$ cat config.mk
export PLATFORM = sky130hd
export DESIGN_NAME = dmem_mc_responder
export DESIGN_NICKNAME = d
export VERILOG_FILES = /design/src/rtl/dmem_pkg.sv /design/src/rtl/dmem_be_ram.sv /design/src/rtl/dmem_mc_responder.sv
export SDC_FILE = /design/constraint.sdc
export NUM_CORES = 2
export LEC_CHECK = 0
export ABC_AREA = 1
export CAP_MARGIN = 30
export CORE_MARGIN = 2
export CORE_UTILIZATION = 47
export DETAILED_ROUTE_END_ITERATION = 16
export HOLD_SLACK_MARGIN = 0.08
export MAX_ROUTING_LAYER = met4
export SLEW_MARGIN = 0
export SYNTH_ARGS = -nofsm -noshare
export SYNTH_HDL_FRONTEND = slang
export SYNTH_HIERARCHICAL = 1
export SYNTH_SLANG_ARGS = --single-unit
$ cat constraint.sdc
create_clock -name clk -period 9.5 [get_ports clk]
set_clock_uncertainty 0.1 [all_clocks]
set_input_delay 0.95 -clock clk [delete_from_list [all_inputs] [get_ports clk]]
set_output_delay 0.95 -clock clk [all_outputs]
set_load 0.005 [all_outputs]
$ cat src/rtl/dmem_pkg.sv
// Shared encodings for the data-memory load/store interface and the responder FSM.
package dmem_pkg;

    localparam logic [2:0] RC_LW  = 3'd0;
    localparam logic [2:0] RC_LH  = 3'd1;
    localparam logic [2:0] RC_LHU = 3'd2;
    localparam logic [2:0] RC_LB  = 3'd3;
    localparam logic [2:0] RC_LBU = 3'd4;

    localparam logic [1:0] WC_SW = 2'd0;
    localparam logic [1:0] WC_SH = 2'd1;
    localparam logic [1:0] WC_SB = 2'd2;

    typedef enum logic [1:0] {S_IDLE, S_WAIT, S_RESP} state_t;

    // Access width in bytes; any code not listed behaves as a word access.
    function automatic logic [2:0] access_bytes(input logic is_store,
                                                input logic [2:0] rc,
                                                input logic [1:0] wc);
        logic [2:0] n;
        n = 3'd4;
        if (is_store) begin
            case (wc)
                WC_SH:   n = 3'd2;
                WC_SB:   n = 3'd1;
                default: n = 3'd4;
            endcase
        end else begin
            case (rc)
                RC_LH, RC_LHU: n = 3'd2;
                RC_LB, RC_LBU: n = 3'd1;
                default:       n = 3'd4;
            endcase
        end
        return n;
    endfunction

endpackage

$ cat src/rtl/dmem_be_ram.sv
// Word-organised RAM with per-byte write enables, synchronous write and combinational read.
module dmem_be_ram #(
    parameter int DEPTH_WORDS = 64,
    parameter int AW          = $clog2(DEPTH_WORDS)
) (
    input  logic          clk,
    input  logic          we,
    input  logic [3:0]    be,
    input  logic [AW-1:0] addr,
    input  logic [31:0]   wdata,
    output logic [31:0]   rdata
);

    logic [31:0] mem [DEPTH_WORDS];

    always_ff @(posedge clk) begin
        if (we) begin
            for (int k = 0; k < 4; k++) begin
                if (be[k]) mem[addr][8*k +: 8] <= wdata[8*k +: 8];
            end
        end
    end

    assign rdata = mem[addr];

endmodule

$ cat src/rtl/dmem_mc_responder.sv
// Multi-cycle data-memory responder: accepts one load/store, inserts wait states,
// then performs the access and returns a one-cycle done pulse with registered results.
module dmem_mc_responder
    import dmem_pkg::*;
#(
    parameter int DEPTH_WORDS = 64,
    parameter int WAIT_CYCLES = 2
) (
    input  logic        clk,
    input  logic        reset,
    input  logic        req,
    input  logic        we,
    input  logic [31:0] addr,
    input  logic [31:0] wdata,
    input  logic [2:0]  readcontrol,
    input  logic [1:0]  writecontrol,
    output logic        ready,
    output logic        done,
    output logic [31:0] rdata,
    output logic        err
);

    localparam int AW = $clog2(DEPTH_WORDS);
    localparam int CW = (WAIT_CYCLES > 1) ? $clog2(WAIT_CYCLES) : 1;
    localparam logic [CW-1:0] LAST = (WAIT_CYCLES > 0) ? CW'(WAIT_CYCLES - 1) : '0;

    state_t        state, state_next;
    logic [CW-1:0] cnt;
    logic          go_resp;

    logic          lat_we;
    logic [AW+1:0] lat_addr;
    logic [31:0]   lat_wdata;
    logic [2:0]    lat_rc;
    logic [1:0]    lat_wc;

    logic          acc_we;
    logic [AW+1:0] acc_addr;
    logic [31:0]   acc_wdata;
    logic [2:0]    acc_rc;
    logic [1:0]    acc_wc;

    logic [2:0]    size;
    logic          misaligned;
    logic [3:0]    be;
    logic [31:0]   lane_wdata;
    logic [31:0]   ram_rdata;
    logic          ram_we;
    logic [15:0]   half_lane;
    logic [7:0]    byte_lane;
    logic [31:0]   load_val;

    logic          unused_addr_hi;
    assign unused_addr_hi = ^addr[31:AW+2];

    always_comb begin
        state_next = state;
        go_resp    = 1'b0;
        case (state)
            S_IDLE: begin
                if (req) begin
                    if (WAIT_CYCLES == 0) begin
                        state_next = S_RESP;
                        go_resp    = 1'b1;
                    end else begin
                        state_next = S_WAIT;
                    end
                end
            end
            S_WAIT: begin
                if (cnt == LAST) begin
                    state_next = S_RESP;
                    go_resp    = 1'b1;
                end
            end
            S_RESP:  state_next = S_IDLE;
            default: state_next = S_IDLE;
        endcase
    end

    // With no wait states the access fires on the accept edge, so it must use the live request.
    always_comb begin
        if (state == S_IDLE) begin
            acc_we    = we;
            acc_addr  = addr[AW+1:0];
            acc_wdata = wdata;
            acc_rc    = readcontrol;
            acc_wc    = writecontrol;
        end else begin
            acc_we    = lat_we;
            acc_addr  = lat_addr;
            acc_wdata = lat_wdata;
            acc_rc    = lat_rc;
            acc_wc    = lat_wc;
        end
    end

    assign size       = access_bytes(acc_we, acc_rc, acc_wc);
    assign misaligned = ((size == 3'd4) && (acc_addr[1:0] != 2'b00)) ||
                        ((size == 3'd2) && acc_addr[0]);

    always_comb begin
        be         = 4'b1111;
        lane_wdata = acc_wdata;
        case (size)
            3'd2: begin
                be         = acc_addr[1] ? 4'b1100 : 4'b0011;
                lane_wdata = {2{acc_wdata[15:0]}};
            end
            3'd1: begin
                be         = 4'b0001 << acc_addr[1:0];
                lane_wdata = {4{acc_wdata[7:0]}};
            end
            default: ;
        endcase
    end

    always_comb begin
        half_lane = acc_addr[1] ? ram_rdata[31:16] : ram_rdata[15:0];
        byte_lane = ram_rdata[{acc_addr[1:0], 3'b000} +: 8];
        case (acc_rc)
            RC_LH:   load_val = {{16{half_lane[15]}}, half_lane};
            RC_LHU:  load_val = {16'h0000, half_lane};
            RC_LB:   load_val = {{24{byte_lane[7]}}, byte_lane};
            RC_LBU:  load_val = {24'h000000, byte_lane};
            default: load_val = ram_rdata;
        endcase
    end

    // Reset gates the write so an edge seen while reset is held can never commit a store.
    assign ram_we = go_resp && acc_we && !misaligned && !reset;

    dmem_be_ram #(
        .DEPTH_WORDS(DEPTH_WORDS),
        .AW         (AW)
    ) u_ram (
        .clk  (clk),
        .we   (ram_we),
        .be   (be),
        .addr (acc_addr[AW+1:2]),
        .wdata(lane_wdata),
        .rdata(ram_rdata)
    );

    always_ff @(posedge clk or posedge reset) begin
        if (reset) begin
            state <= S_IDLE;
            cnt   <= '0;
            ready <= 1'b1;
            done  <= 1'b0;
            rdata <= '0;
            err   <= 1'b0;
        end else begin
            state <= state_next;
            cnt   <= ((state == S_WAIT) && (cnt != LAST)) ? cnt + 1'b1 : '0;
            ready <= (state_next == S_IDLE);
            done  <= go_resp;
            rdata <= (go_resp && !acc_we && !misaligned) ? load_val : '0;
            err   <= go_resp && misaligned;
        end
    end

    always_ff @(posedge clk or posedge reset) begin
        if (reset) begin
            lat_we    <= 1'b0;
            lat_addr  <= '0;
            lat_wdata <= '0;
            lat_rc    <= RC_LW;
            lat_wc    <= WC_SW;
        end else if ((state == S_IDLE) && req) begin
            lat_we    <= we;
            lat_addr  <= addr[AW+1:0];
            lat_wdata <= wdata;
            lat_rc    <= readcontrol;
            lat_wc    <= writecontrol;
        end
    end

endmodule

==> flow_summary.toml <==
[floorplan]
num_io_pins = 108
core-area_mm2 = 0.195
floorplan.initialDensity_pct = 47.2
die_w_um = 446
die_h_um = 446
row_count = 162
die-area_mm2 = 0.199

[placement]
port_buffers = 83
dp_hpwl_um = 150000
gp_congestion = 0.890

[flow_run]
cap_violations = 0

[route]
route.final.wire_length_um = 265000
wl_per_cell_um = 21.9
via_count = 63400
first_pass_iters = 8
via_per_inst = 5.24
ant_nets = 0
drt_iter0_drc = 6875
drc = 0

[timing]
setup_viol = 0
max_freq_mhz = 161
finalHoldViolations = 0
period_share_pct = 65.5
rsz0062_at_grt = "false"
finalMaxSlewViolations = 0
slew_headroom_pct = 20.4
worst_pin_slew_ns = 1.19
min_period_ns = 6.22
setup-tns-final_ns = 0

[layout]
ff_latch_area_mm2 = 0.0636
syn2layout_area_growth_pct = 10.7
multiInputGateArea_mm2 = 0.0258
fillCellCount = 17300
nNetsFinal = 9366
layout_commonest_cell = "nand2_1"
layout_common_cells = "nand2_1 (5968), edfxtp_1 (2048), nor2_1 (353), clkbuf_16 (218), o21ai_0 (120)"
drive_above_1_share_pct = 5.46

[run_status]
status = "complete, no violations"

[synthesis]
yosys_warnings = 6
ys_async_sr_fraction_pct = 3.94
syn_nets = 9447
ys_seq_area_share_pct = 69.1
synth_seq_cells = 2132
ys.flop_type = "edfxtp_1"
synth-edff-count = 2048
synth_cell_types = 34
avgSynthCellArea_um2 = 9.81
netlist_instances = 9372
syn_area_mm2 = 0.0920

[cts]
cts_setup_buffers = 0
cts_tree = "built"
clk_pin_slew_worst_paths_ns = 0.06
clockBufferDepth = 3
cts_made_buffers = 217
cts_resized = 0
cts-root-buf = "clkbuf_16"
cts_hold_buf = 0
clk_latency_ns = 0.87
ctsHtreeMaxLevel = 4
cts_sinks = 2132

[global_routing]
grt.total_usage_pct = 27.3
overflow = 0
grt_max_degree = 197
antenna_found_initial = 12
grt_pass1_wl_um = 389000
grt_pass1_vias = 60400

[worst_hold_path]
min_path_type = "reg -> reg"

[critical_path]
reg2reg_to = "rdata[19]"
critPathMaxFanout = 157
regToRegSetupSlack_ns = 3.28
crit_type = "reg -> reg"
slowest_delay_ns = 0.61
cp_top_family = "simple AND/OR/NAND/NOR gates"
rr_startpoint = "state[0]"
cpMostUsedCell = "nand2_1"
end_kind = "flip-flop"
crit_buf_inv = 5
startpoint = "state[0]"
crit_required_ns = 10.17
slowest_stage = "nand2_2"
reg2regPathDepth = 23
crit_path_start_kind = "flip-flop"
worst-path-stages = 23
path_cells = "inv_1 > nand2_2 > nand2_1 > o21ai_4 > buf_12 > buf_12 > buf_4 > nand2_1 > nand2_1 > nand2_1 > nand2_1 > nand2_1 > nand2_1 > nand2_1 > nand2_1 > nor2_1 > nand2_1 > inv_1 > o211ai_1 > nand3b_2 > nand3_2 > o21ai_0 > nor2_2"
critPathCapture = "rdata[19]"
crit_arrival_ns = 6.89
metrics by stage:
step                area (um^2)  hold slack [ns]  util [%]  std cells  worst slack (ns)
global route             102000            0.361      52.3      12100              2.91
CTS                      102000            0.341      52.2      12100              3.55
detailed placement        94900            0.333      48.7      11700              3.39
global placement          94900            0.329      48.7      11700              3.41
finish                   102000            0.341      52.3      12100              3.28
floorplan                 92000            0.317         -       9372              4.03
registers in the layout (all words and copies together), names as in the netlist:
| register | count |
|---|---|
| state | 2 |
| lat_addr | 8 |
| err | 1 |
| lat_wdata | 32 |
| lat_we | 1 |
| u_ram/mem | 2048 |
| lat_rc | 3 |
| lat_wc | 2 |
| rdata | 32 |
| ready | 1 |
| cnt | 1 |
| done | 1 |
layer usage:
| layer | vias up | GRT usage [%] | part of all wire [%] |
|---|---|---|---|
| met5 | - | - | 0 |
| met4 | 0 | 12.2 | 4.9 |
| met3 | 560 | 5.22 | 7.7 |
| met2 | 2373 | 43.6 | 48 |
| met1 | 30500 | 33.8 | 40 |
| li1 | 30000 | - | - |
area by class of cell:
type / count / share of cell area [%]
Sequential cell: 2132 / 62.5
Multi-Input combinational cell: 6647 / 25.4
Clock buffer: 280 / 5.65
Tap cell: 2624 / 3.22
Timing Repair Buffer: 189 / 1.78
Clock inverter: 112 / 1.04
Inverter: 104 / 0.425
Antenna cell: 17 / 0.0418
worst register-to-register path, cell delays in order (launching register included):
cell	delay, ns
dfrtp_1	0.41
inv_1	0.09
nand2_2	0.62
nand2_1	0.23
o21ai_4	0.13
buf_12	0.43
buf_12	0.58
buf_4	0.85
nand2_1	0.12
nand2_1	0.10
nand2_1	0.05
nand2_1	0.12
nand2_1	0.07
nand2_1	0.09
nand2_1	0.05
nand2_1	0.11
nor2_1	0.05
nand2_1	0.15
inv_1	0.27
o211ai_1	0.36
nand3b_2	0.27
nand3_2	0.49
o21ai_0	0.28
nor2_2	0.14
cell usage after synthesis, types with 11 or more instances:
| library cell | number | area share, % |
|---|---|---|
| or2_2 | 19 | 0.13 |
| o21ai_0 | 132 | 0.72 |
| o211ai_1 | 13 | 0.11 |
| nor2_1 | 353 | 1.4 |
| inv_1 | 97 | 0.40 |
| nand3_1 | 60 | 0.33 |
| edfxtp_1 | 2048 | 67 |
| clkbuf_1 | 152 | 0.62 |
| nor2_2 | 33 | 0.22 |
| dfrtp_1 | 83 | 2.3 |
| buf_2 | 251 | 1.4 |
| nand2_1 | 5988 | 24 |
| buf_6 | 18 | 0.22 |
| o21ai_1 | 11 | 0.060 |
| buf_1 | 28 | 0.11 |
| buf_4 | 38 | 0.31 |
how the worst min path moves through the flow:
| stage | depth (start not counted) | startpoint | end | slack, ns |
|---|---|---|---|---|
| 6_report | 1 | cnt | cnt | 0.34 |
| 2_1_floorplan | 1 | cnt | cnt | 0.32 |
| 3_5_place_dp | 1 | cnt | cnt | 0.33 |
| 4_1_cts | 1 | cnt | cnt | 0.34 |
| 3_3_place_gp | 1 | cnt | cnt | 0.33 |
| 5_1_grt | 1 | cnt | cnt | 0.36 |
kinds of logic (layout without fill, tap and decap cells):
group | after synthesis | after routing | share of synthesized area, %
AOI/OAI and AO/OA | 161 | 161 | 0.917
adders and majority gates | 2 | 2 | 0.0272
buffers and inverters | 593 | 685 | 3.09
DFF | 2132 | 2132 | 69.1
other | 0 | 17 | 0
and+or+nand+nor | 6484 | 6484 | 26.8
Power is not shown: default switching activity piles up to over one toggle a cycle in this logic, so the estimate is an artifact.
